## src/rtl/parking_gate_arbiter.sv

```systemverilog
// Round-robin arbiter for the shared parking barrier gate: four level requesters, one commit
// pulse per served request. Define PARKING_ARB_STATS_EN to add saturating served/reject counters.
module parking_gate_arbiter #(
  parameter int unsigned CNT_W       = 11,
  parameter int unsigned OPEN_CYCLES = 4
) (
  input  logic             clk,
  input  logic             rst,
  input  logic [3:0]       req,
  input  logic [CNT_W-1:0] pc,
  input  logic [CNT_W-1:0] upc,
  input  logic [CNT_W-1:0] vs,
  input  logic [CNT_W-1:0] uvs,
  output logic [3:0]       ack,
  output logic [3:0]       reject,
  output logic             ci,
  output logic             uci,
  output logic             ce,
  output logic             uce,
  output logic             gate_open,
  output logic             busy,
`ifdef PARKING_ARB_STATS_EN
  output logic [15:0]      served_cnt,
  output logic [15:0]      reject_cnt,
`endif
  output logic [1:0]       grant_idx
);

  localparam int unsigned TW = (OPEN_CYCLES > 1) ? $clog2(OPEN_CYCLES) : 1;
  localparam logic [TW-1:0] TimerLoad = TW'(OPEN_CYCLES - 1);

  typedef enum logic [1:0] {StIdle, StOpen, StClose} state_e;

  state_e        state_q, state_d;
  logic [TW-1:0] timer_q, timer_d;
  logic [1:0]    ptr_q, ptr_d;
  logic [1:0]    grant_q, grant_d;
  logic [3:0]    ack_q, ack_d;
  logic [3:0]    reject_q, reject_d;
  logic          gate_q, gate_d;

  logic [3:0] valid;
  logic [3:0] elig;
  logic       exit_pend;
  logic       found;
  logic [1:0] winner;
  logic [1:0] idx;

  assign valid     = {upc != '0, pc != '0, uvs != '0, vs != '0};
  assign exit_pend = req[2] | req[3];
  // Entries that cannot be honoured step aside while an exit (which frees space) waits.
  assign elig      = req & ~({2'b00, ~valid[1:0]} & {4{exit_pend}});

  always_comb begin
    found  = 1'b0;
    winner = ptr_q;
    idx    = '0;
    for (int k = 0; k < 4; k++) begin
      idx = ptr_q + 2'(k);
      if (!found && elig[idx]) begin
        found  = 1'b1;
        winner = idx;
      end
    end
  end

  always_comb begin
    state_d  = state_q;
    timer_d  = timer_q;
    ptr_d    = ptr_q;
    grant_d  = grant_q;
    gate_d   = gate_q;
    ack_d    = '0;
    reject_d = '0;
    case (state_q)
      StIdle: begin
        if (found) begin
          ptr_d = winner + 2'd1;
          if (valid[winner]) begin
            ack_d   = 4'b0001 << winner;
            gate_d  = 1'b1;
            grant_d = winner;
            timer_d = TimerLoad;
            state_d = StOpen;
          end else begin
            reject_d = 4'b0001 << winner;
          end
        end
      end
      StOpen: begin
        if (timer_q == '0) begin
          gate_d  = 1'b0;
          state_d = StClose;
        end else begin
          timer_d = timer_q - TW'(1);
        end
      end
      StClose: state_d = StIdle;
      default: state_d = StIdle;
    endcase
  end

  always_ff @(posedge clk) begin
    if (rst) begin
      state_q  <= StIdle;
      timer_q  <= '0;
      ptr_q    <= '0;
      grant_q  <= '0;
      ack_q    <= '0;
      reject_q <= '0;
      gate_q   <= 1'b0;
    end else begin
      state_q  <= state_d;
      timer_q  <= timer_d;
      ptr_q    <= ptr_d;
      grant_q  <= grant_d;
      ack_q    <= ack_d;
      reject_q <= reject_d;
      gate_q   <= gate_d;
    end
  end

  assign ack       = ack_q;
  assign reject    = reject_q;
  assign ci        = ack_q[0];
  assign uci       = ack_q[1];
  assign ce        = ack_q[2];
  assign uce       = ack_q[3];
  assign gate_open = gate_q;
  assign busy      = (state_q != StIdle);
  assign grant_idx = grant_q;

`ifdef PARKING_ARB_STATS_EN
  logic [15:0] served_q, rejected_q;

  always_ff @(posedge clk) begin
    if (rst) begin
      served_q   <= '0;
      rejected_q <= '0;
    end else begin
      if (|ack_d && served_q != 16'hFFFF) served_q <= served_q + 16'd1;
      if (|reject_d && rejected_q != 16'hFFFF) rejected_q <= rejected_q + 16'd1;
    end
  end

  assign served_cnt = served_q;
  assign reject_cnt = rejected_q;
`endif

endmodule

```

## config.mk

```make
export PLATFORM = sky130hd
export DESIGN_NAME = parking_gate_arbiter
export DESIGN_NICKNAME = d
export VERILOG_FILES = /design/src/rtl/parking_gate_arbiter.sv
export SDC_FILE = /design/constraint.sdc
export NUM_CORES = 1
export LEC_CHECK = 0
export CAP_MARGIN = 0
export CORE_MARGIN = 5
export CORE_UTILIZATION = 37
export CTS_CLUSTER_SIZE = 8
export DETAILED_ROUTE_END_ITERATION = 10
export PLACE_DENSITY = 0.82
export SKIP_LAST_GASP = 1
export SYNTH_ARGS = -nofsm -noshare
export SYNTH_HDL_FRONTEND = slang
export SYNTH_SLANG_ARGS = --single-unit
```

## constraint.sdc

```tcl
create_clock -name clk -period 3.06 [get_ports clk]
set_clock_uncertainty 0.1 [all_clocks]
set_input_delay 0.306 -clock clk [delete_from_list [all_inputs] [get_ports clk]]
set_output_delay 0.306 -clock clk [all_outputs]
set_load 0.01 [all_outputs]
```

# Yosys cells after proc, flatten, opt, wreduce, memory -nomap -nowiden
# Cells that the tools add are included.
word_totals:
  inputBits: 50
  out_inout_bits: 16
  wordCells: 81
  reg_bits: 17
op_classes:
  addsub: 5
  mux: 29
  order_cmp: 5
  shift: 1
  bitwise_logic: 8
  reduce_logical: 21
  eq_ne: 5
op_table:
  columns: ["operator", "count"]
  rows:
  - ["$reduce_bool A11 Y1", 4]
  - ["$mux W2", 9]
  - ["$lt A2 B3 Y1 const B", 5]
  - ["$mux W1", 12]
  - ["$bmux W1 S2", 5]
  - ["$ne A2 B2 Y1 const B", 4]
  - ["$pmux W2 S2", 2]
  - ["$reduce_and A4 Y1", 2]
  - ["$reduce_or A4 Y1", 2]
  - ["$reduce_and A3 Y1", 2]
  - ["$add A2 B1 Y2 const B", 2]
  - ["$add A2 B2 Y2 const B", 2]
  - ["$and A2 B4 Y4", 1]
  - ["$and A4 B4 Y4", 1]
  - ["$logic_not A2 Y1", 2]
  - ["$not A4 Y4", 1]
  - ["$reduce_bool A2 Y1", 2]
  - ["$shl A1 B2 Y4 const A", 1]
  - ["$logic_and A1 B1 Y1", 3]
  - ["$logic_not A1 Y1", 3]
  - ["$not A1 Y1", 3]
  - ["$eq A2 B1 Y1 const B", 1]
  - ["$not A2 Y2", 1]
  - ["$pmux W1 S2", 1]
  - ["other kinds (3)", 3]

# Longest topological paths before layout
# Gate-level depths: netlist (run 1).
logic_depth:
  word_depth: 22
  ltp_mapped: 8
  mapped_depth_nobuf: 8

# Least setup slack after synthesis (run 1)
# OpenSTA, ideal clock, no wires.
synth_path:
  path_type: "input port to flip-flop"
  from: "input vs[4]"
  to: "register grant_q[1] (netlist: grant_idx[1])"
  n_path_buf: 0
  arrival_time_ps: 1928
  path_slack_ps: 910
  stages: 7
  t_required_ps: 2839
  cell_sequence: "nor4_2 nand3_1 o211ai_2 nand2_4 a2111oi_4 a21o_1 mux2_4"
synth_via:
  elab_chain_cells: 20
  elab_cells_between_ends: 29
  cone_classes: "mux (17); bitwise (4); reduce/logical (8)"
synth_lines:
  columns: ["element", "line_no", "source"]
  rows:
  - ["from (decl)", "12", "input logic [CNT_W-1:0] vs,"]
  - ["$reduce_bool A11 Y1 (*)", "49", "assign valid = {upc != '0, pc != '0, uvs != '0, vs != '0};"]
  - ["$not A2 Y2", "52", "assign elig = req & ~({2'b00, ~valid[1:0]} & {4{exit_pend}});"]
  - ["$and A2 B4 Y4", "52", null]
  - ["$not A4 Y4", "52", null]
  - ["$and A4 B4 Y4", "52", null]
  - ["$bmux W1 S2", "60", "if (!found && elig[idx]) begin"]
  - ["$mux W1 (not written as such)", "60", null]
  - ["$mux W1", "60", null]
  - ["[... 4 more ...]", null, null]
  - ["$logic_and A1 B1 Y1", "60", null]
  - ["$mux W1", "60", null]
  - ["$logic_not A1 Y1", "60", null]
  - ["$logic_and A1 B1 Y1", "60", null]
  - ["$mux W2", "60", null]
  - ["$bmux W1 S2", "79", "if (valid[winner]) begin"]
  - ["$mux W1 (not written as such)", "79", null]
  - ["$reduce_and A3 Y1 (no line)", null, null]
  - ["to (signal assigned)", "116", "grant_q <= grant_d;"]
  - ["to (decl)", "37", "logic [1:0] grant_q, grant_d;"]
# Mark *: on every way between the ends. The rest lies on a longest branch, timed or not. The select of a mux whose other input is x is not followed.
# A chain may end at the register's enable or synchronous reset.

# Worst setup path after layout (run 1)
# Ends and elaborated chain as after synthesis.

==> results.rst, run 1 <==
.. list-table::
   :header-rows: 1

   * - Metric
     - Value
   * - Area of the placeable core
     - approximately 2800 µm²
   * - Unrepaired setup endpoints after global routing
     - no
   * - Maximum number of pins on one net before global-route repair
     - 19
   * - Top FF cell, synth
     - dfxtp_1
   * - Capturing element type of the critical path
     - flip-flop
   * - Area of the mapped netlist
     - between 1000 and 1500 µm²
   * - Routed length on met1
     - about 1.0 mm
   * - Status
     - finished clean
   * - Detailed-route wire length
     - around 3.0 mm
   * - Setup slack of the critical path after layout
     - 0.569 ns
   * - Top layer reached by signal wires
     - met4
   * - Total clock buffers created by CTS
     - 3
   * - TritonCTS Sinks
     - 17
   * - Power density cells
     - about 500 nW/µm²
   * - Remaining routing DRC violations
     - 0
   * - CTS resizes
     - 0
   * - Met2 wire len
     - 1.71 mm
   * - H-tree Lvls
     - 1
   * - Weighted congestion reported at the end of routability-driven placement
     - between 0.7 and 0.8
   * - Clock tree from TritonCTS
     - yes
   * - Die ar.
     - approximately 4000 µm²
   * - Vias in the first global route
     - about 1100
   * - Dominant cells by area after synthesis
     - dfxtp_1 32%, ha_1 5.8%, nor3b_2 4.6%
   * - Number of placed I/O pins
     - 66
   * - Startpoint kind of the worst setup timing path
     - input pin
   * - Share of total power in the clock network
     - 13.2%
   * - Reported max-cap violation count
     - 0
   * - Final Hold Fails
     - 0
   * - Minimum period implied by the final worst setup slack
     - about 2.5 ns
   * - Clock input transition at the sequential cells of the worst setup and hold paths
     - 0.09 ns
   * - Most frequent standard cell in the layout excluding fill and tap cells
     - clkdlybuf4s50_1
   * - YS warnings
     - 0
   * - Internal power
     - between 0.5 and 0.6 mW
   * - Die span in x
     - 64.0 µm
   * - Measured slew at the worst slew-check pin
     - roughly 0.7 ns
   * - Highest net fanout along the worst path
     - 8
   * - Leakage power
     - roughly 0.67 nW
   * - Required arrival time at the worst endpoint
     - roughly 3.2 ns
   * - Diodes inserted
     - 0
   * - Routed met3 length
     - slightly below 200 µm
   * - Starting DRT DRC Count
     - 14
   * - Fraction of the yosys area taken by sequential cells
     - 31.5%
   * - Class of the tightest hold or removal check
     - reg2reg
   * - Switching power summed over all nets
     - ~0.33 mW
   * - Rel. slew slack
     - 53.0%
   * - Global-route wire length before repair
     - 4.84 mm
   * - Count of flip-flops with a built-in enable after synthesis
     - 0
   * - Y dimension of the die
     - roughly 64 µm
   * - Part of the power in registers
     - 34.4%
   * - Post-synth net total
     - 166
   * - Share of the synthesized area in the top cell type
     - 31.5%
   * - Setup Total Neg Slack
     - 0 ns
   * - Synthesized flop and latch total
     - 17
   * - Ys async rst share
     - 0%
   * - Setup violators final
     - 0
   * - Routed WL per cell
     - about 15 µm
   * - Power share of the combinational group
     - a little over half
   * - Maximum buffer depth of the clock tree
     - 2
   * - Maximum vdd drop
     - 441 µV
   * - Starting density of the core
     - between 30% and 40%
   * - Data arrival time of the critical path
     - ~2.6 ns
   * - Cts-stage hold buffer count
     - 0
   * - Share of layout cells above drive strength 1
     - roughly an eighth
   * - Num rows
     - 19
   * - Commonest non-fill, non-tap cells in the layout
     - 65 x clkdlybuf4s50_1, 17 x dfxtp_1, 9 x nor2_1
   * - Post-DP HPWL
     - around 2.7 mm
   * - Net count reported at finish
     - about 230
   * - Peak clock frequency supported by timing
     - roughly 400 MHz
   * - GRT Resource Usage Total
     - between 10% and 20%
   * - Cell type with the highest aggregate area in the netlist
     - dfxtp_1
   * - Antenna violations before repair
     - 0
   * - Drt pass-1 iters
     - 4
   * - Final ANT Viol Nets
     - 0
   * - Post-route fraction of the period consumed by the critical path
     - about four fifths
   * - Number of setup buffers added after CTS
     - 0
   * - Setup Crit Path Kind
     - in2reg
   * - Placement Setup Slack
     - approximately 0.28 ns
   * - Latest clock arrival within the worst-skew pair
     - between 0.2 and 0.3 ns
   * - Overflow after GRT
     - 0
   * - Number of I/O port buffers
     - 65
   * - Clock root buffer
     - clkbuf_4
   * - Relative area change from synthesis to final layout
     - 62.3%
   * - Avg Inst Size Synth
     - between 9 and 10 µm²
   * - Number of cells produced by synthesis
     - between 100 and 150
   * - Switching part of the total
     - between 30% and 40%
   * - Routed vias/inst
     - just over 5
   * - Count of different cell masters after synthesis
     - 40
   * - Fill cell count
     - between 200 and 250
   * - Via count
     - roughly 1000
   * - Final number of max-transition violations
     - 0
==> cell families after synthesis <==
family / count (synthesis) / share of synthesized area [%]
AND/OR/NAND/NOR: 52 / 33.4
AO/OA/AOI/OAI: 20 / 18.7
adder cells (fa/ha/maj): 5 / 5.79
buffers and inverters: 13 / 6.03
flip-flops: 17 / 31.5
multiplexers: 4 / 4.64
==> through the flow <==
stage	hold WS, ns	total power [mW]	utilization, %	cells	area (µm²)
floorplan	0.361	0.608	-	111	1080
global placement	0.347	0.771	62.1	200	1730
detailed placement	0.357	0.790	62.1	200	1730
CTS	0.370	0.909	63.0	204	1750
global route	0.429	0.967	63.0	204	1750
finish	0.366	0.900	63.0	204	1750
==> power by group through the flow <==
stage,Clock [mW],Combinational (mW),Sequential (mW)
floorplan,0,0.291,0.317
global placement,0,0.460,0.312
detailed placement,0,0.475,0.314
CTS,0.123,0.477,0.309
global route,0.132,0.518,0.318
finish,0.119,0.472,0.309
==> worst paths after layout <==
path,startpoint,to,slack [ns],cells past startpoint
min,gate_open,gate_open,0.37,2
max,vs[4],grant_idx[1],0.57,8
min reg2reg,gate_open,gate_open,0.37,2
max reg2reg,ptr_q[1],grant_idx[1],0.77,7
==> Yosys cell counts, types with 2 or more instances <==
| cell type | count |
|---|---|
| and3b_1 | 4 |
| nand3_1 | 4 |
| buf_4 | 4 |
| ha_1 | 5 |
| nor3_1 | 4 |
| a21o_1 | 2 |
| a21oi_1 | 6 |
| nor2b_1 | 3 |
| dfxtp_1 | 17 |
| mux2_4 | 2 |
| and3_1 | 3 |
| mux2i_1 | 2 |
| nor3b_2 | 4 |
| nor4_2 | 4 |
| nor4_1 | 6 |
| nand2_1 | 3 |
| clkbuf_1 | 2 |
| inv_1 | 6 |
| nor2_1 | 9 |
==> critical path, stage by stage <==
cell	delay [ns]
clkdlybuf4s50_1	0.43
nor4_2	0.32
nand3_1	0.17
o211ai_1	0.19
and3_1	0.40
and2_1	0.28
a21o_1	0.18
mux2_4	0.31
==> registers in the layout (all words and copies together), names as in the netlist <==
signal     count
grant_idx      2
reject         4
timer_q        2
ack            4
gate_open      1
state_q        2
ptr_q          2
==> per-layer routing <==
metal,up-vias,track usage [%]
li1,531,-
met1,473,14.1
met2,35,28.9
met3,4,5.43
met4,0,3.38
met5,-,0
==> final cells by class <==
class                      count  area [µm²]  share of cell area [%]
sequential                    17         340                    19.4
multi-input combinational     81         674                    38.5
tap                           31        38.8                    2.21
timing repair buffer          65         651                    37.1
inverter                       6        22.5                    1.28
clock buffer                   4        26.3                    1.50
Power figures use the tool's default switching activity.
==> inputs of run 2 (changes only) <==
CORE_UTILIZATION = 33   (was 37)
PLACE_DENSITY = 0.78   (was 0.82)
clock period = 2.2 ns   (was 3.06 ns; I/O delays follow)
==> run 2 against run 1 <==
  * Sequential share of layout area shrank 2.1 points
  * Worst setup slack lost 0.56 ns
  * Global-route usage shrank 0.10 points
  * Routed wire length grew 14%
  * Final cell count grew 13%
==> results.rst, run 2 (synthesis results as in run 1) <==
.. list-table::
   :header-rows: 1

   * - Metric
     - Value
   * - Die ar.
     - 4520 µm² (+10%)
   * - Placement Setup Slack
     - -0.346 ns (-0.628 ns)
   * - Finished layout cell area
     - 1970 µm² (+12%)
   * - Fill cell count
     - 275 (+15%)
   * - Highest net fanout along the worst path
     - 4 (-4)
   * - Starting DRT DRC Count
     - 26 (+12)
   * - Area used by sequential logic in the layout
     - 342 µm² (+0.37%)
   * - GRT Resource Usage Total
     - 14.6% (-0.10 points)
   * - Reg2Reg Depth
     - 7 (unchanged)
   * - Setup violators final
     - 0 (unchanged)
   * - Relative area change from synthesis to final layout
     - 82.6%
   * - Hold WS
     - 0.394 ns (+0.0276 ns)
   * - Remaining routing DRC violations
     - 0 (unchanged)
   * - Post-place instance area
     - 1830 µm² (+6.2%)
   * - Required arrival time at the worst endpoint
     - 2.30 ns (-0.85 ns)
   * - Final core utilization
     - 63.5% (+0.53 points)
   * - TritonCTS Sinks
     - 17 (unchanged)
   * - H-tree Lvls
     - 1 (unchanged)
   * - Status
     - finished clean
   * - Most frequent standard cell in the layout excluding fill and tap cells
     - clkdlybuf4s50_1
   * - Weighted congestion reported at the end of routability-driven placement
     - 0.827 (+9.5%)
   * - Y dimension of the die
     - 67.2 µm (+5.0%)
   * - Num rows
     - 20 (+1)
   * - Clock tree from TritonCTS
     - yes
   * - Drt pass-1 iters
     - 4 (unchanged)
   * - Rel. slew slack
     - 57.0% (+4.0 points)
   * - Class of the tightest hold or removal check
     - reg2reg
   * - Minimum period implied by the final worst setup slack
     - 2.20 ns
   * - Peak clock frequency supported by timing
     - 456 MHz
   * - Data arrival time of the critical path
     - 2.29 ns (-0.29 ns)
   * - Starting density of the core
     - 34.8% (-4.0 points)
   * - Setup slack of the critical path after layout
     - 0.00474 ns (-0.565 ns)
   * - Routed WL per cell
     - 14.6 µm (+0.57%)
   * - Total design power
     - 1.42 mW (+58%)
   * - Overflow after GRT
     - 0 (unchanged)
   * - Share of layout cells above drive strength 1
     - 25.1% (+12 points)
   * - Final number of max-transition violations
     - 0 (unchanged)
   * - Power density cells
     - 719 nW/µm² (+40%)
   * - Commonest non-fill, non-tap cells in the layout
     - 52 x clkdlybuf4s50_1, 16 x dfxtp_1, 14 x buf_4
   * - Worst hold path stage count
     - 2 (unchanged)
   * - Clock root buffer
     - clkbuf_4
   * - Global-route wire length before repair
     - 5.04 mm (+4.3%)
   * - Leakage power
     - 0.867 nW (+29%)
   * - Reported max-cap violation count
     - 0 (unchanged)
   * - Capturing element type of the critical path
     - flip-flop
   * - Latest clock arrival within the worst-skew pair
     - 0.29 ns (about the same)
   * - Crit Reg-Reg Startpoint
     - ptr_q[1]
   * - Via count
     - 1132 (+8.5%)
   * - Maximum number of pins on one net before global-route repair
     - 11 (-8)
   * - Capture point of the worst reg-to-reg path
     - grant_idx[1]
   * - Measured slew at the worst slew-check pin
     - 0.644 ns (-0.0586 ns)
   * - Number of I/O port buffers
     - 65 (unchanged)
   * - Maximum buffer depth of the clock tree
     - 2 (unchanged)
   * - Net count reported at finish
     - 243 (+6.1%)
   * - Reg-to-reg slack, setup
     - 0.11 ns (-0.66 ns)
   * - Post-route fraction of the period consumed by the critical path
     - between 90 and 100%
   * - Detailed-route wire length
     - 3.38 mm (+14%)
   * - Total clock buffers created by CTS
     - 3 (unchanged)
   * - Antenna violations before repair
     - 0 (unchanged)
   * - Diodes inserted
     - 0 (unchanged)
   * - Final Hold Fails
     - 0 (unchanged)
   * - Vias in the first global route
     - 1153 (+4.2%)
   * - Routed vias/inst
     - 4.90 (-4.2%)
   * - Area used by multi-input combinational logic
     - 741 µm² (+9.8%)
   * - Setup Crit Path Kind
     - in2reg
   * - Final ANT Viol Nets
     - 0 (unchanged)
   * - Worst Hold Launch
     - gate_open
   * - Maximum vdd drop
     - 424 µV (-3.8%)
   * - Endpoint, Worst Hold
     - gate_open
   * - Die span in x
     - 67.2 µm (+5.0%)
   * - Startpoint kind of the worst setup timing path
     - input pin
   * - Area of the placeable core
     - 3100 µm² (+12%)
   * - Post-DP HPWL
     - 2.76 mm (+4.0%)
   * - Number of placed I/O pins
     - 66 (unchanged)
   * - Clock input transition at the sequential cells of the worst setup and hold paths
     - 0.11 ns (+0.02 ns)
-- run 2: cell types whose count changed in the layout (fill, tap and decap cells not counted), moves of 2 or more --
cell,change
and3_4,+2
nand3_1,-2
nor4_2,-2
buf_4,+14
dlymetal6s2s_1,+12
clkdlybuf4s50_1,-13
nor4_4,+2
and3_1,-2
nand3_2,+2
-- run 2: how the worst max path moves through the flow --
stage	start	end	slack, ns	cells past startpoint
2_1_floorplan	ptr_q[1]	grant_idx[1]	0.08	7
3_3_place_gp	uvs[6]	timer_q[1]	-0.29	9
3_5_place_dp	req[3]	grant_idx[1]	-0.35	8
4_1_cts	vs[3]	grant_idx[1]	0.008	8
5_1_grt	vs[8]	grant_idx[1]	-0.05	8
6_report	vs[8]	grant_idx[1]	0.005	8
-- run 2: metrics by stage --
step,setup TNS (ns),cells
finish,0,231
global route,-0.229,231
CTS,0,229
detailed placement,-4.24,225
global placement,-3.70,225
floorplan,0,111
-- run 2: metal layers --
layer  track usage, %  up-vias  part of all wire (%)
li1                 -      555                     -
met1             15.6      542                    37
met2             28.2       35                    58
met3             4.99        0                   5.5
met4             1.52        0                     0
met5                0        -                     0
-- run 2: layout make-up --
cell class | instances | share of cell area, %
inverters | 6 | 1.14
clock inverters | 1 | 0.254
flip-flops and latches | 17 | 17.3
repair buffers | 79 | 39.8
multi-input cells | 81 | 37.6
clock buffers | 3 | 1.14
well taps | 44 | 2.79
-- run 2: what timing repair did --
action / CTS / global route
pin swaps: 1 / 13
setup endpoints to repair: 2 / 14
hold buffers: 0 / 0
endpoints found under the hold margin: 0 / 0
cloned: 0 / 0
resized for setup: 2 / 26
setup buffers: 0 / 2
-- run 2: critical path: stages --
cell,delay [ns]
clkdlybuf4s50_1,0.41
nor3_2,0.26
nand3_2,0.14
o211ai_2,0.28
nand2_4,0.11
mux2_4,0.36
a21o_1,0.22
mux2_4,0.29
-- run 2: power by group --
group	total, mW	switching, mW	internal, mW
Sequential	0.419	0.0414	0.378
Clock	0.172	0.104	0.0676
Combinational	0.827	0.369	0.458
Total	1.42	0.514	0.904
==> inputs of run 3 (changes only) <==
ABC_CLOCK_PERIOD_IN_PS = 2200   (was unset)
GPL_ROUTABILITY_DRIVEN = 0   (was unset)
MAX_ROUTING_LAYER = met4   (was unset)
==> run 3 against run 2 <==
  * Maximum frequency is 0.10% higher
  * Non-clock buffer count stayed put
  * Final cell count stayed put
  * Global-route usage is 0.42 points higher
  * Register-to-register slack hardly changed
  * Total power hardly changed
  * Routed wire length hardly changed
  * Critical endpoint unchanged
==> results.rst, run 3 (synthesis results as in run 1) <==
.. list-table::
   :header-rows: 1

   * - Metric
     - Value
   * - Minimum period implied by the final worst setup slack
     - 2.19 ns (-0.00229 ns)
   * - Worst path buffer plus inverter count
     - 1 (unchanged)
   * - Die ar.
     - 4520 µm² (unchanged)
   * - CP delay by family, top
     - multiplexers
   * - Peak clock frequency supported by timing
     - 456 MHz (+0.10%)
   * - Data arrival time of the critical path
     - 2.29 ns (about the same)
   * - Maximum buffer depth of the clock tree
     - 2 (unchanged)
   * - Highest net fanout along the worst path
     - 4 (unchanged)
   * - Diodes inserted
     - 0 (unchanged)
   * - Via count
     - 1134 (+0.18%)
   * - Leakage power
     - 0.867 nW (unchanged)
   * - Post-place instance area
     - 1830 µm² (unchanged)
   * - Vias in the first global route
     - 1151 (-0.17%)
   * - TritonCTS Sinks
     - 17 (unchanged)
   * - Starting density of the core
     - 34.8% (unchanged)
   * - Overflow after GRT
     - 0 (unchanged)
   * - Antenna violations before repair
     - 0 (unchanged)
   * - H-tree Lvls
     - 1 (unchanged)
   * - Routed WL per cell
     - 14.6 µm (about the same)
   * - Reported max-cap violation count
     - 0 (unchanged)
   * - Power density cells
     - 719 nW/µm² (about the same)
   * - Final ANT Viol Nets
     - 0 (unchanged)
   * - Number of I/O port buffers
     - 65 (unchanged)
   * - Hold WS
     - 0.394 ns (-0.0000290 ns)
   * - Num rows
     - 20 (unchanged)
   * - Cells traversed along the worst timing path
     - clkdlybuf4s50_1, nor3_2, nand3_2, o211ai_2, nand2_4, mux2_4, a21o_1, mux2_4
   * - Slowest cell on crit path
     - clkdlybuf4s50_1
   * - Class of the tightest hold or removal check
     - reg2reg
   * - Y dimension of the die
     - 67.2 µm (unchanged)
   * - Starting DRT DRC Count
     - 24 (-7.7%)
   * - Detailed-route wire length
     - 3.38 mm (about the same)
   * - Cts-stage hold buffer count
     - 0 (unchanged)
   * - Commonest non-fill, non-tap cells in the layout
     - 52 x clkdlybuf4s50_1, 16 x dfxtp_1, 14 x buf_4
   * - Rel. slew slack
     - 57.1% (+0.088 points)
   * - Maximum number of pins on one net before global-route repair
     - 11 (unchanged)
   * - Placed cell count
     - 225 (unchanged)
   * - Status
     - finished clean
   * - Global-route wire length before repair
     - 5.03 mm (-0.26%)
   * - Net count reported at finish
     - 243 (unchanged)
   * - Clock root buffer
     - clkbuf_4
   * - Placement Setup Slack
     - -0.346 ns (unchanged)
   * - Latest clock arrival within the worst-skew pair
     - 0.30 ns (about the same)
   * - Final number of max-transition violations
     - 0 (unchanged)
   * - Post-DP HPWL
     - 2.76 mm (unchanged)
   * - Setup slack of the critical path after layout
     - 0.00702 ns (+0.00229 ns)
   * - Measured slew at the worst slew-check pin
     - 0.643 ns (-0.00132 ns)
   * - Total clock buffers created by CTS
     - 3 (unchanged)
   * - Relative area change from synthesis to final layout
     - 82.6% (unchanged)
   * - Share of layout cells above drive strength 1
     - 25.1% (unchanged)
   * - Setup violators final
     - 0 (unchanged)
   * - Setup Total Neg Slack
     - 0 ns (unchanged)
   * - GRT Resource Usage Total
     - 15.0% (+0.42 points)
   * - Final Hold Fails
     - 0 (unchanged)
   * - Drt pass-1 iters
     - 4 (unchanged)
   * - Number of placed I/O pins
     - 66 (unchanged)
   * - Critical path's most frequent cell
     - mux2_4
   * - Post-layout instance count excluding filler cells
     - 231 (unchanged)
   * - Clock tree from TritonCTS
     - yes
   * - Routed vias/inst
     - 4.91 (+0.18%)
   * - Capturing element type of the critical path
     - flip-flop
   * - Area of the placeable core
     - 3100 µm² (unchanged)
   * - Remaining routing DRC violations
     - 0 (unchanged)
   * - Finished layout cell area
     - 1970 µm² (unchanged)
   * - Startpoint kind of the worst setup timing path
     - input pin
   * - Fill cell count
     - 275 (unchanged)
   * - Clock input transition at the sequential cells of the worst setup and hold paths
     - 0.11 ns (about the same)
   * - Required arrival time at the worst endpoint
     - 2.30 ns (about the same)
   * - Most frequent standard cell in the layout excluding fill and tap cells
     - clkdlybuf4s50_1
   * - Die span in x
     - 67.2 µm (unchanged)
   * - Post-route fraction of the period consumed by the critical path
     - 99.7% (-0.10 points)
   * - Maximum vdd drop
     - 423 µV (about the same)
   * - Setup Crit Path Kind
     - in2reg
   * - Delay of the slowest cell on the worst path
     - 0.41 ns (about the same)
run 3: cell counts in the layout (fill, tap and decap cells not counted):
Identical to the previous run, type by type.
run 3: path summary, 6_finish.rpt:
kind              startpoint      endpoint  slack, ns  depth (start not counted)
setup / recovery       vs[8]  grant_idx[1]      0.007                          8
hold / removal     gate_open     gate_open       0.39                          2
hold reg to reg    gate_open     gate_open       0.39                          2
setup reg to reg    ptr_q[1]  grant_idx[1]       0.11                          7
run 3: what timing repair did:
action	4_1_cts	5_1_grt
resized for setup	2	26
setup buffers	0	2
gates cloned	0	0
pin swaps	1	13
endpoints found under the setup margin	2	14
run 3: area by class of cell:
| cell class | instances | area, µm² | share of cell area, % |
|---|---|---|---|
| clock buffer | 3 | 22.5 | 1.14 |
| inverter | 6 | 22.5 | 1.14 |
| multi-input combinational | 81 | 741 | 37.6 |
| sequential | 17 | 342 | 17.3 |
| timing repair buffer | 79 | 785 | 39.8 |
| tap | 44 | 55.1 | 2.79 |
| clock inverter | 1 | 5.00 | 0.254 |
run 3: layer usage:
| layer | track usage [%] | vias to the layer above | wire length [µm] |
|---|---|---|---|
| met3 | 4.16 | 0 | 153 |
| met5 | - | - | 0 |
| li1 | - | 554 | - |
| met2 | 28.2 | 37 | 1950 |
| met4 | 1.52 | 0 | 0 |
| met1 | 16.1 | 543 | 1270 |
run 3: power breakdown:
group | total [mW] | internal [mW] | switching, mW
Sequential | 0.419 | 0.378 | 0.0413
Clock | 0.173 | 0.0677 | 0.105
Combinational | 0.826 | 0.458 | 0.368
run 3: per-stage QoR:
stage | util [%] | power (mW)
finish | 63.5 | 1.42
CTS | 60.0 | 1.37
detailed placement | 59.1 | 1.19
global placement | 59.1 | 1.17
global route | 63.5 | 1.52
floorplan | - | 0.846
run 3: worst min-delay path, stage by stage (launching register included):
cell and delay (ns):
dfxtp_1 0.32, nand2_1 0.08, a21oi_2 0.05
